[src/rtl/row_scan_sequencer.sv]
`default_nettype none
// ============================================================================
// row_scan_sequencer
// Steps a decoder select index through the enabled rows with dwell/blank timing.
// Revision 1.0
// ============================================================================
module row_scan_sequencer #(
    parameter int N     = 3,
    parameter int DWELL = 4,
    parameter int BLANK = 1
) (
    input  logic                clk,
    input  logic                rst_n,
    input  logic                en,
    input  logic [(1<<N)-1:0]   row_mask,
    output logic [N-1:0]        sel,
    output logic                sel_valid,
    output logic                frame_done,
    output logic                busy
);

    localparam int ROWS    = 1 << N;
    localparam int CNT_MAX = (DWELL > BLANK) ? DWELL : BLANK;
    localparam int CW      = $clog2(CNT_MAX + 1);
    localparam logic [CW-1:0] DWELL_LAST = CW'(DWELL - 1);
    localparam logic [CW-1:0] BLANK_LAST = CW'((BLANK > 0) ? BLANK - 1 : 0);

    typedef enum logic [1:0] {
        IDLE   = 2'd0,
        ACTIVE = 2'd1,
        BLANKS = 2'd2
    } state_t;

    state_t          state_q, state_d;
    logic [N-1:0]    sel_q, sel_d;
    logic [CW-1:0]   cnt_q, cnt_d;
    logic            sel_valid_q, sel_valid_d;
    logic            frame_done_q, frame_done_d;
    logic            busy_q, busy_d;

    logic [N-1:0]    first_row;
    logic [N-1:0]    nxt_row;
    logic [N-1:0]    scan_idx;
    logic            row_end;

    // Descending loops let the lowest / nearest match overwrite the others.
    always_comb begin
        first_row = '0;
        nxt_row   = sel_q;
        scan_idx  = sel_q;
        for (int i = ROWS - 1; i >= 0; i--) begin
            if (row_mask[i]) first_row = N'(i);
        end
        for (int k = ROWS; k >= 1; k--) begin
            scan_idx = sel_q + N'(k);
            if (row_mask[scan_idx]) nxt_row = scan_idx;
        end
    end

    always_comb begin
        state_d      = state_q;
        sel_d        = sel_q;
        cnt_d        = cnt_q;
        sel_valid_d  = sel_valid_q;
        busy_d       = busy_q;
        frame_done_d = 1'b0;
        row_end      = 1'b0;

        if (!en) begin
            state_d     = IDLE;
            sel_d       = '0;
            cnt_d       = '0;
            sel_valid_d = 1'b0;
            busy_d      = 1'b0;
        end else begin
            case (state_q)
                IDLE: begin
                    cnt_d       = '0;
                    sel_d       = '0;
                    sel_valid_d = 1'b0;
                    busy_d      = 1'b0;
                    if (row_mask != '0) begin
                        state_d     = ACTIVE;
                        sel_d       = first_row;
                        sel_valid_d = 1'b1;
                        busy_d      = 1'b1;
                    end
                end
                ACTIVE: begin
                    if (cnt_q == DWELL_LAST) begin
                        if (BLANK > 0) begin
                            state_d     = BLANKS;
                            cnt_d       = '0;
                            sel_valid_d = 1'b0;
                        end else begin
                            row_end = 1'b1;
                        end
                    end else begin
                        cnt_d = cnt_q + 1'b1;
                    end
                end
                BLANKS: begin
                    if (cnt_q == BLANK_LAST) row_end = 1'b1;
                    else                     cnt_d   = cnt_q + 1'b1;
                end
                default: begin
                    state_d     = IDLE;
                    sel_d       = '0;
                    cnt_d       = '0;
                    sel_valid_d = 1'b0;
                    busy_d      = 1'b0;
                end
            endcase

            // The mask is only sampled here, so mid-row changes wait for the boundary.
            if (row_end) begin
                cnt_d = '0;
                if (row_mask == '0) begin
                    state_d     = IDLE;
                    sel_d       = '0;
                    sel_valid_d = 1'b0;
                    busy_d      = 1'b0;
                end else begin
                    state_d      = ACTIVE;
                    sel_d        = nxt_row;
                    sel_valid_d  = 1'b1;
                    busy_d       = 1'b1;
                    frame_done_d = (nxt_row <= sel_q);
                end
            end
        end
    end

    always_ff @(posedge clk or negedge rst_n) begin
        if (!rst_n) begin
            state_q      <= IDLE;
            sel_q        <= '0;
            cnt_q        <= '0;
            sel_valid_q  <= 1'b0;
            frame_done_q <= 1'b0;
            busy_q       <= 1'b0;
        end else begin
            state_q      <= state_d;
            sel_q        <= sel_d;
            cnt_q        <= cnt_d;
            sel_valid_q  <= sel_valid_d;
            frame_done_q <= frame_done_d;
            busy_q       <= busy_d;
        end
    end

    assign sel        = sel_q;
    assign sel_valid  = sel_valid_q;
    assign frame_done = frame_done_q;
    assign busy       = busy_q;

endmodule
`default_nettype wire

[config.mk]
export PLATFORM = sky130hd
export DESIGN_NAME = row_scan_sequencer
export DESIGN_NICKNAME = d
export VERILOG_FILES = /design/src/rtl/row_scan_sequencer.sv
export SDC_FILE = /design/constraint.sdc
export NUM_CORES = 1
export LEC_CHECK = 0
export ABC_CLOCK_PERIOD_IN_PS = 4400
export BUFFER_PORTS_ARGS = -buffer_cell sky130_fd_sc_hd__buf_2
export CAP_MARGIN = 0
export CORE_UTILIZATION = 60
export DETAILED_ROUTE_END_ITERATION = 16
export GPL_TIMING_DRIVEN = 0
export PLACE_DENSITY = 0.81
export RECOVER_POWER = 25
export SLEW_MARGIN = 20
export SYNTH_ARGS = -nofsm -noshare
export SYNTH_HDL_FRONTEND = slang
export SYNTH_SLANG_ARGS = --single-unit
[constraint.sdc]
create_clock -name clk -period 4.4 [get_ports clk]
set_input_delay 0.66 -clock clk [delete_from_list [all_inputs] [get_ports clk]]
set_output_delay 0.66 -clock clk [all_outputs]
set_load 0.01 [all_outputs]
==> flow_metrics.py, run 1 <==
metrics = {
    "worst_setup_path": {
        "crit_path_start_kind": "register",
        "critPathMaxFanout": 11,
        "arrival_ns": 4.29,
        "cp.required_ns": 4.60,
        "rr_worst_depth": 15,
        "crit_end": "frame_done",
        "reg2reg_to": "frame_done",
        "path_cells": "buf_2 -> clkinv_1 -> ha_1 -> buf_2 -> mux4_2 -> nand2b_1 -> a21oi_2 -> o2111ai_1 -> a2111oi_2 -> nor2_1 -> ha_1 -> a21o_1 -> a21oi_1 -> a31oi_1 -> nor2_1",
        "end_kind": "register",
        "slowest_delay_ns": 0.63,
        "crit_type": "register to register",
        "crit_start": "sel[1]",
        "reg2reg_slack_ns": 0.32,
        "r2r_start": "sel[1]",
        "slowest_stage": "mux4_2",
    },
    "synth": {
        "synthTopCellsByArea": "dfrtp_1 (17%), ha_1 (11%), mux2i_1 (7.3%), mux4_2 (6.9%), mux4_1 (4.8%)",
        "synth_mux_area_share_pct": 22.65,
        "ys_warn_count": 0,
        "yosysUniqueCellTypes": 54,
        "netlist_area_um2": 1640,
        "syn_area_per_cell_um2": 8.455,
        "synth_edf_count": 0,
        "synth_top_area_share_pct": 16.78,
        "ys.flop_type": "dfrtp_1",
        "synth-seq-area-share_pct": 16.78,
        "synthAdderAreaFrac_pct": 10.68,
        "synthXorXnorAreaFrac_pct": 1.602,
        "synth_nets": 219,
        "ys_seq_elements": 11,
        "yosys.area_share.simple_pct": 20.59,
        "synth_top_family_by_area": "multiplexers",
        "postSynth.asyncResetShare_pct": 100.0,
        "syn_inst": 194,
        "synth-compound-area-share_pct": 20.21,
        "yosysTopAreaCell": "dfrtp_1",
    },
    "cells_and_area": {
        "final_cell_mix": "nor2_1 (17), inv_1 (16), buf_2 (15)",
        "utilization_pct": 69.89,
        "area_delta_synth_final_pct": 7.475,
        "diodes": 0,
        "final_common_cell": "nor2_1",
        "stdcell_count": 240,
        "multi_input_area_um2": 1242,
        "fill_cells": 207,
        "layout-drive-gt1-share_pct": 15.24,
        "finalInstanceArea_um2": 1763,
        "seq_area_um2": 275.3,
        "nets": 236,
    },
    "sta": {
        "tns_ns": 0,
        "min_period_ns": 4.083,
        "slew_viol_final": 0,
        "finalSetupViolations": 0,
        "hold_violations": 0,
        "max_slew_margin_pct": 57.34,
        "max_freq_ghz": 0.2449,
        "fin_crit_sh_pct": 92.80,
        "rsz0062_at_grt": "no",
        "setup_ws_ns": 0.3168,
        "worst_pin_slew_ns": 0.6398,
        "finalClockSkew_ns": 0.004257,
    },
    "routing": {
        "avgViaCountPerCell": 6.913,
        "drtPass1Iterations": 4,
        "vias": 1659,
        "wire_per_inst_um": 17.91,
        "final_antenna_net_count": 0,
        "wirelength_mm": 4.299,
        "drt-initial-drc-count": 60,
        "route.detailed.drc": 0,
    },
    "clock_network": {
        "cts.root.buffer_cell": "clkbuf_4",
        "tritoncts": "done",
        "cts_buffers": 3,
        "clkSinkCount": 11,
        "clk_path_buf_depth": 2,
        "cts_hold_buf": 0,
        "clk_pin_slew_ns": 0.07,
        "cts-resized-gates": 0,
        "htreeDepth": 1,
        "postCtsSetupBuffers": 0,
        "clkLatencyLatePin_ns": 0.27,
    },
    "run_status": {
        "status": "complete, no violations",
    },
    "global_routing": {
        "grtUsageTotal_pct": 32.09,
        "busiest_layer": "met2",
        "antenna_found_initial": 0,
        "grt_util_met1_pct": 46.62,
        "grt_start_max_net_pins": 12,
        "met3_usage_pct": 6.389,
        "grt_pass1_vias": 1428,
        "overflow": 0,
        "grt_pass1_wl_mm": 6.727,
        "met2_usage_pct": 51.22,
    },
    "floorplan": {
        "io_pins": 17,
        "core_area_um2": 2522,
        "chipHeight_um": 54.29,
        "die_x_um": 54.29,
        "dieArea_um2": 2947,
        "row_count": 18,
        "start_util_pct": 65.03,
    },
    "placed_design": {
        "dp_hpwl_mm": 3.302,
        "place_area_um2": 1738,
        "gp_congestion": 0.8971,
        "pre_cts_ws_ns": 0.3893,
        "portBuffers": 12,
        "dp.cells": 236,
    },
    "job": {
        "cap_violations": 0,
    },
    "pwr": {
        "p_leak_nw": 0.7455,
        "ir_drop_uv": 497.6,
        "power_density_nw_per_um2": 690.3,
    },
    "worst_hold_path": {
        "hold_path.class": "input port to asynchronous set/reset pin",
    },
}
==> worst max-delay path, delay by kind of cell (launching register included) <==
| family | cells | cell delay (ns) |
|---|---|---|
| buffers and inverters | 3 | 0.81 |
| multiplexers | 1 | 0.63 |
| AO/OA/AOI/OAI | 6 | 1.11 |
| adder cells (fa/ha/maj) | 2 | 0.70 |
| flip-flops | 1 | 0.38 |
| AND/OR/NAND/NOR | 3 | 0.37 |
==> cell type report <==
cell class	instances	area share, %
sequential	11	15.61
multi-input combinational	154	70.48
timing repair buffer	12	3.336
buffer	12	3.336
inverter	17	3.620
clock buffer	4	1.490
tap	30	2.129
==> power breakdown <==
group	leakage [nW]	total, mW	switching [mW]	internal, mW
Sequential	0.149	0.151	0.0226	0.129
Combinational	0.582	0.997	0.571	0.425
Clock	0.0150	0.0690	0.0339	0.0351
==> cells in the mapped netlist (3+ instances only) <==
library cell   n
mux2i_1       12
and3_1         5
o32ai_1        3
mux4_1         3
clkbuf_1       5
nand2b_1       6
mux4_2         5
a21oi_1       14
ha_1          14
nand3_1        8
nor2_1        17
nor2b_1        4
dfrtp_1       11
nand2_1        9
o21ai_0        7
nor3_1         3
inv_1         16
a31oi_1        3
o211ai_1       3
buf_2          4
==> flip-flops by register name, summed over array words and instances (netlist names) <==
signal / count
cnt_q: 3
sel: 3
state_q: 2
busy: 1
frame_done: 1
sel_valid: 1
==> cells by family after synthesis <==
logic type / count (synthesis)
adder cells (fa/ha/maj): 14
XOR/XNOR: 3
multiplexers: 24
flip-flops: 11
buffers and inverters: 29
AO/OA/AOI/OAI: 48
AND/OR/NAND/NOR: 65
==> how the worst min path moves through the flow <==
stage	endpoint	slack [ns]	startpoint
after floorplan	busy	0.36	rst_n
after global placement	cnt_q[0]	0.46	cnt_q[0]
after detailed placement	cnt_q[0]	0.48	cnt_q[0]
after CTS	frame_done	0.26	rst_n
after global routing	state_q[0]	0.40	rst_n
final	frame_done	0.38	rst_n
==> per-layer routing <==
metal  share of wire [%]  up-vias
li1                    -      762
met1                  43      805
met2                  48       85
met3                 8.8        7
met4                0.49        0
met5                   0        -
==> per-stage QoR <==
stage | total power [mW] | hold slack [ns]
2_1_floorplan | 0.9118 | 0.3644
3_3_place_gp | 1.073 | 0.4556
3_5_place_dp | 1.132 | 0.4833
4_1_cts | 1.207 | 0.2581
5_1_grt | 1.313 | 0.3967
6_report | 1.217 | 0.3812
No activity file was read; power rests on OpenSTA's default activity.
==> run 2: changes to the inputs <==
- RECOVER_POWER: 25 -> 100
==> run 2 against run 1 <==
Compared with the run above: combinational power decreased by 0.7%; clock skew fell by 0.0012 ns; total power shrank 0.28%; first-iteration DRC count is 20% lower; die area did not move; core utilization is 0.30 points lower; clock-buffer cell count unchanged; non-clock buffer count is the same; sequential power hardly changed; critical endpoint unchanged; largest power group unchanged; highest routed layer unchanged.
==> flow_metrics.py, run 2 (same netlist as run 1, synthesis figures left out) <==
metrics = {
    "run_status": {
        "status": "complete, no violations",
    },
    "floorplan": {
        "start_util_pct": 65.03,
        "dieArea_um2": 2947,
        "row_count": 18,
        "die_x_um": 54.29,
        "core_area_um2": 2522,
        "chipHeight_um": 54.29,
        "io_pins": 17,
    },
    "cells_and_area": {
        "fill_cells": 213,
        "final_common_cell": "nor2_1",
        "stdcell_count": 240,
        "seq_area_um2": 275.3,
        "diodes": 0,
        "nets": 236,
        "multi_input_area_um2": 1242,
        "final_cell_mix": "nor2_1 (17), inv_1 (16), a21oi_1 (14), ha_1 (14), clkbuf_1 (13)",
        "area_delta_synth_final_pct": 7.017,
        "layout-drive-gt1-share_pct": 12.38,
    },
    "job": {
        "cap_violations": 0,
    },
    "sta": {
        "rsz0062_at_grt": "no",
        "setup_ws_ns": 0.3381,
        "finalClockSkew_ns": 0.003100,
        "max_freq_ghz": 0.2462,
        "slew_viol_final": 0,
        "hold_violations": 0,
        "tns_ns": 0,
        "worst_pin_slew_ns": 0.6200,
        "fin_crit_sh_pct": 92.32,
        "max_slew_margin_pct": 57.60,
        "finalSetupViolations": 0,
        "min_period_ns": 4.062,
    },
    "placed_design": {
        "gp_congestion": 0.8971,
        "dp.cells": 236,
        "dp_hpwl_mm": 3.302,
        "portBuffers": 12,
        "pre_cts_ws_ns": 0.3893,
    },
    "clock_network": {
        "htreeDepth": 1,
        "cts.root.buffer_cell": "clkbuf_4",
        "postCtsSetupBuffers": 0,
        "tritoncts": "done",
        "cts_buffers": 3,
        "clk_path_buf_depth": 2,
        "cts_hold_buf": 0,
        "cts-resized-gates": 0,
        "clk_pin_slew_ns": 0.07,
        "clkSinkCount": 11,
        "clkLatencyLatePin_ns": 0.27,
    },
    "global_routing": {
        "overflow": 0,
        "grt_pass1_wl_mm": 6.727,
        "grt_start_max_net_pins": 12,
        "grt_pass1_vias": 1428,
        "grtUsageTotal_pct": 32.09,
        "antenna_found_initial": 0,
    },
    "worst_setup_path": {
        "rr_worst_depth": 15,
        "end_kind": "register",
        "arrival_ns": 4.27,
        "reg2reg_to": "frame_done",
        "r2r_start": "sel[1]",
        "critPathMaxFanout": 11,
        "crit_path_start_kind": "register",
        "crit_type": "register to register",
        "cp.required_ns": 4.60,
        "reg2reg_slack_ns": 0.34,
    },
    "pwr": {
        "ir_drop_uv": 492.5,
        "p_leak_nw": 0.7208,
        "power_density_nw_per_um2": 691.2,
    },
    "routing": {
        "wire_per_inst_um": 17.95,
        "wirelength_mm": 4.308,
        "drtPass1Iterations": 4,
        "vias": 1659,
        "final_antenna_net_count": 0,
        "avgViaCountPerCell": 6.913,
        "drt-initial-drc-count": 48,
        "route.detailed.drc": 0,
    },
    "worst_hold_path": {
        "hold_path.class": "input port to asynchronous set/reset pin",
    },
}
[run 2: worst max-delay path by stage]
| stage | slack (ns) | end | start | cells past startpoint |
|---|---|---|---|---|
| detailed placement | 0.39 | frame_done | sel[1] | 15 |
| floorplan | 0.83 | frame_done | sel[1] | 15 |
| global placement | 0.49 | frame_done | sel[1] | 15 |
| CTS | 0.37 | frame_done | sel[1] | 15 |
| finish | 0.34 | frame_done | sel[1] | 15 |
| global route | 0.10 | frame_done | sel[1] | 15 |
[run 2: final cells by class]
class	count	share of cell area [%]
tap	30	2.138
timing repair buffer	12	2.922
sequential	11	15.68
buffer	12	3.350
inverter	17	3.635
clock buffer	4	1.497
multi-input combinational	154	70.78
[run 2: routing by layer]
metal  part of all wire (%)  vias to the layer above  track usage, %
met5                      0                        -               0
met2                     49                       97           51.22
met4                   0.32                        0           2.137
li1                       -                      761               -
met1                     42                      795           46.62
met3                    9.0                        6           6.389
[run 2: stage by stage]
step / power (mW) / area, µm² / hold WS, ns / util (%)
after floorplan: 0.9118 / 1640 / 0.3644 / -
after detailed placement: 1.132 / 1738 / 0.4833 / 68.90
after global routing: 1.308 / 1755 / 0.3967 / 69.59
final: 1.213 / 1755 / 0.3739 / 69.59
after CTS: 1.207 / 1764 / 0.2581 / 69.94
after global placement: 1.073 / 1738 / 0.4556 / 68.90
[run 2: worst max-delay path: stages, from the launching register on]
cell	delay, ns
dfrtp_1	0.38
buf_2	0.26
clkinv_1	0.32
ha_1	0.39
buf_2	0.23
mux4_2	0.63
nand2b_1	0.19
a21oi_2	0.15
o2111ai_1	0.14
a2111oi_2	0.43
nor2_1	0.09
ha_1	0.31
a21o_1	0.16
a21oi_1	0.15
a31oi_1	0.06
nor2_1	0.08
[run 2: power breakdown]
part           leakage, nW  total, mW  switching (mW)  internal, mW
clock network       0.0150     0.0714          0.0363        0.0351
registers            0.149      0.152          0.0232         0.129
logic                0.557      0.990           0.570         0.420
total                0.721       1.21           0.630         0.584
==> run 3: changes to the inputs <==
- PLACE_DENSITY: 0.81 -> not set
- PLACE_DENSITY_LB_ADDON: not set -> 0.3
==> run 3 against run 2 <==
Compared with the run above: final cell count stayed put; sequential power barely moved; combinational power is 2.3% lower; total power fell by 2.2%; clock-buffer cell count unchanged; critical path type unchanged; largest power group unchanged.
==> flow_metrics.py, run 3 (same netlist as run 1, synthesis figures left out) <==
metrics = {
    "worst_setup_path": {
        "crit_path_start_kind": "register",
        "r2r_start": "sel[1]",
        "reg2reg_to": "frame_done",
        "crit_start": "sel[1]",
        "arrival_ns": 4.21,
        "reg2reg_slack_ns": 0.39,
        "critPathMaxFanout": 11,
        "cp.required_ns": 4.59,
        "end_kind": "register",
        "crit_end": "frame_done",
        "rr_worst_depth": 15,
        "crit_type": "register to register",
    },
    "sta": {
        "hold_violations": 0,
        "max_freq_ghz": 0.2492,
        "rsz0062_at_grt": "no",
        "finalSetupViolations": 0,
        "tns_ns": 0,
        "min_period_ns": 4.014,
        "worst_pin_slew_ns": 0.6171,
        "fin_crit_sh_pct": 91.22,
        "slew_viol_final": 0,
        "max_slew_margin_pct": 57.80,
        "finalClockSkew_ns": 0.01076,
    },
    "floorplan": {
        "row_count": 18,
        "chipHeight_um": 54.29,
        "core_area_um2": 2522,
        "start_util_pct": 65.03,
        "die_x_um": 54.29,
        "dieArea_um2": 2947,
        "io_pins": 17,
    },
    "routing": {
        "drt-initial-drc-count": 86,
        "wirelength_mm": 3.964,
        "avgViaCountPerCell": 6.621,
        "wire_per_inst_um": 16.52,
        "drtPass1Iterations": 4,
        "route.detailed.drc": 0,
        "vias": 1589,
        "final_antenna_net_count": 0,
    },
    "cells_and_area": {
        "diodes": 0,
        "area_delta_synth_final_pct": 7.017,
        "finalInstanceArea_um2": 1755,
        "layout-drive-gt1-share_pct": 11.90,
        "final_common_cell": "nor2_1",
        "final_cell_mix": "nor2_1 (17), inv_1 (16), a21oi_1 (14), ha_1 (14), clkbuf_1 (13)",
        "nets": 236,
        "utilization_pct": 69.59,
        "stdcell_count": 240,
    },
    "global_routing": {
        "antenna_found_initial": 0,
        "grt_pass1_vias": 1418,
        "grt_pass1_wl_mm": 6.458,
        "grt_start_max_net_pins": 12,
        "grtUsageTotal_pct": 30.41,
        "overflow": 0,
    },
    "pwr": {
        "p_sw_uw": 608.0,
        "p_leak_nw": 0.7211,
        "pwr-share-clk_pct": 5.8,
        "ir_drop_uv": 503.7,
        "comb_power_share_pct": 81.5,
        "power_density_nw_per_um2": 676.1,
        "power_mw": 1.187,
        "p_int_uw": 578.8,
        "p_sw_share_pct": 51.23,
        "power_frac_seq_pct": 12.7,
    },
    "clock_network": {
        "cts-resized-gates": 0,
        "postCtsSetupBuffers": 0,
        "cts_hold_buf": 0,
        "tritoncts": "done",
        "cts.root.buffer_cell": "clkbuf_4",
        "clk_pin_slew_ns": 0.08,
        "cts_buffers": 3,
        "htreeDepth": 1,
        "clkLatencyLatePin_ns": 0.27,
        "clkSinkCount": 11,
        "clk_path_buf_depth": 2,
    },
    "placed_design": {
        "portBuffers": 12,
        "place_area_um2": 1738,
        "dp_hpwl_mm": 3.055,
        "dp.cells": 236,
        "gp_congestion": 0.9698,
    },
    "job": {
        "cap_violations": 0,
    },
    "run_status": {
        "status": "complete, no violations",
    },
    "worst_hold_path": {
        "hold_path.class": "input port to asynchronous set/reset pin",
    },
}
==> run 3: cell types whose count changed in the layout (fill, tap and decap cells not counted) <==
cell,change
mux2_2,-1
mux2_1,+1
==> run 3: cell type report <==
| type | count | area [µm²] |
|---|---|---|
| multi-input cells | 154 | 1242 |
| fillers | 201 | 767.0 |
| flip-flops and latches | 11 | 275.3 |
| inverters | 17 | 63.81 |
| plain buffers | 12 | 58.81 |
| repair buffers | 12 | 51.30 |
| well taps | 30 | 37.54 |
| clock buffers | 4 | 26.28 |
==> run 3: layer usage <==
| metal | track usage [%] | up-vias | share of wire (%) |
|---|---|---|---|
| met1 | 43.75 | 733 | 44 |
| li1 | - | 755 | - |
| met4 | 7.265 | 0 | 1.7 |
| met3 | 8.611 | 8 | 10 |
| met2 | 44.72 | 93 | 44 |
| met5 | 0 | - | 0 |
==> run 3: worst min path at each step <==
stage	start	endpoint	slack [ns]	cells past startpoint
final	rst_n	sel[0]	0.37	1
after floorplan	rst_n	busy	0.36	0
after detailed placement	cnt_q[0]	cnt_q[0]	0.47	1
after CTS	rst_n	sel[0]	0.25	1
after global placement	cnt_q[0]	cnt_q[0]	0.46	1
after global routing	rst_n	sel[0]	0.42	1
==> run 3: metrics by stage <==
stage | hold WS [ns] | worst slack (ns)
final | 0.3671 | 0.3864
after global routing | 0.4177 | 0.1058
after CTS | 0.2497 | 0.4341
after detailed placement | 0.4721 | 0.4583
after global placement | 0.4562 | 0.5088
after floorplan | 0.3644 | 0.8341
==> run 3: power by group through the flow <==
stage / combinational, mW / clock, mW / sequential [mW]
after global placement: 0.912 / 0 / 0.150
final: 0.967 / 0.0686 / 0.151
after floorplan: 0.754 / 0 / 0.157
after CTS: 0.949 / 0.0709 / 0.151
after detailed placement: 0.943 / 0 / 0.152
after global routing: 1.07 / 0.0764 / 0.155
==> run 3: critical path, stage by stage, from the launching register on <==
cell	delay (ns)
dfrtp_1	0.37
buf_2	0.26
clkinv_1	0.32
ha_1	0.38
buf_2	0.23
mux4_2	0.63
nand2b_1	0.20
a21oi_2	0.15
o2111ai_1	0.14
a2111oi_2	0.44
nor2_1	0.09
ha_1	0.31
a21o_1	0.17
a21oi_1	0.13
a31oi_1	0.05
nor2_1	0.09
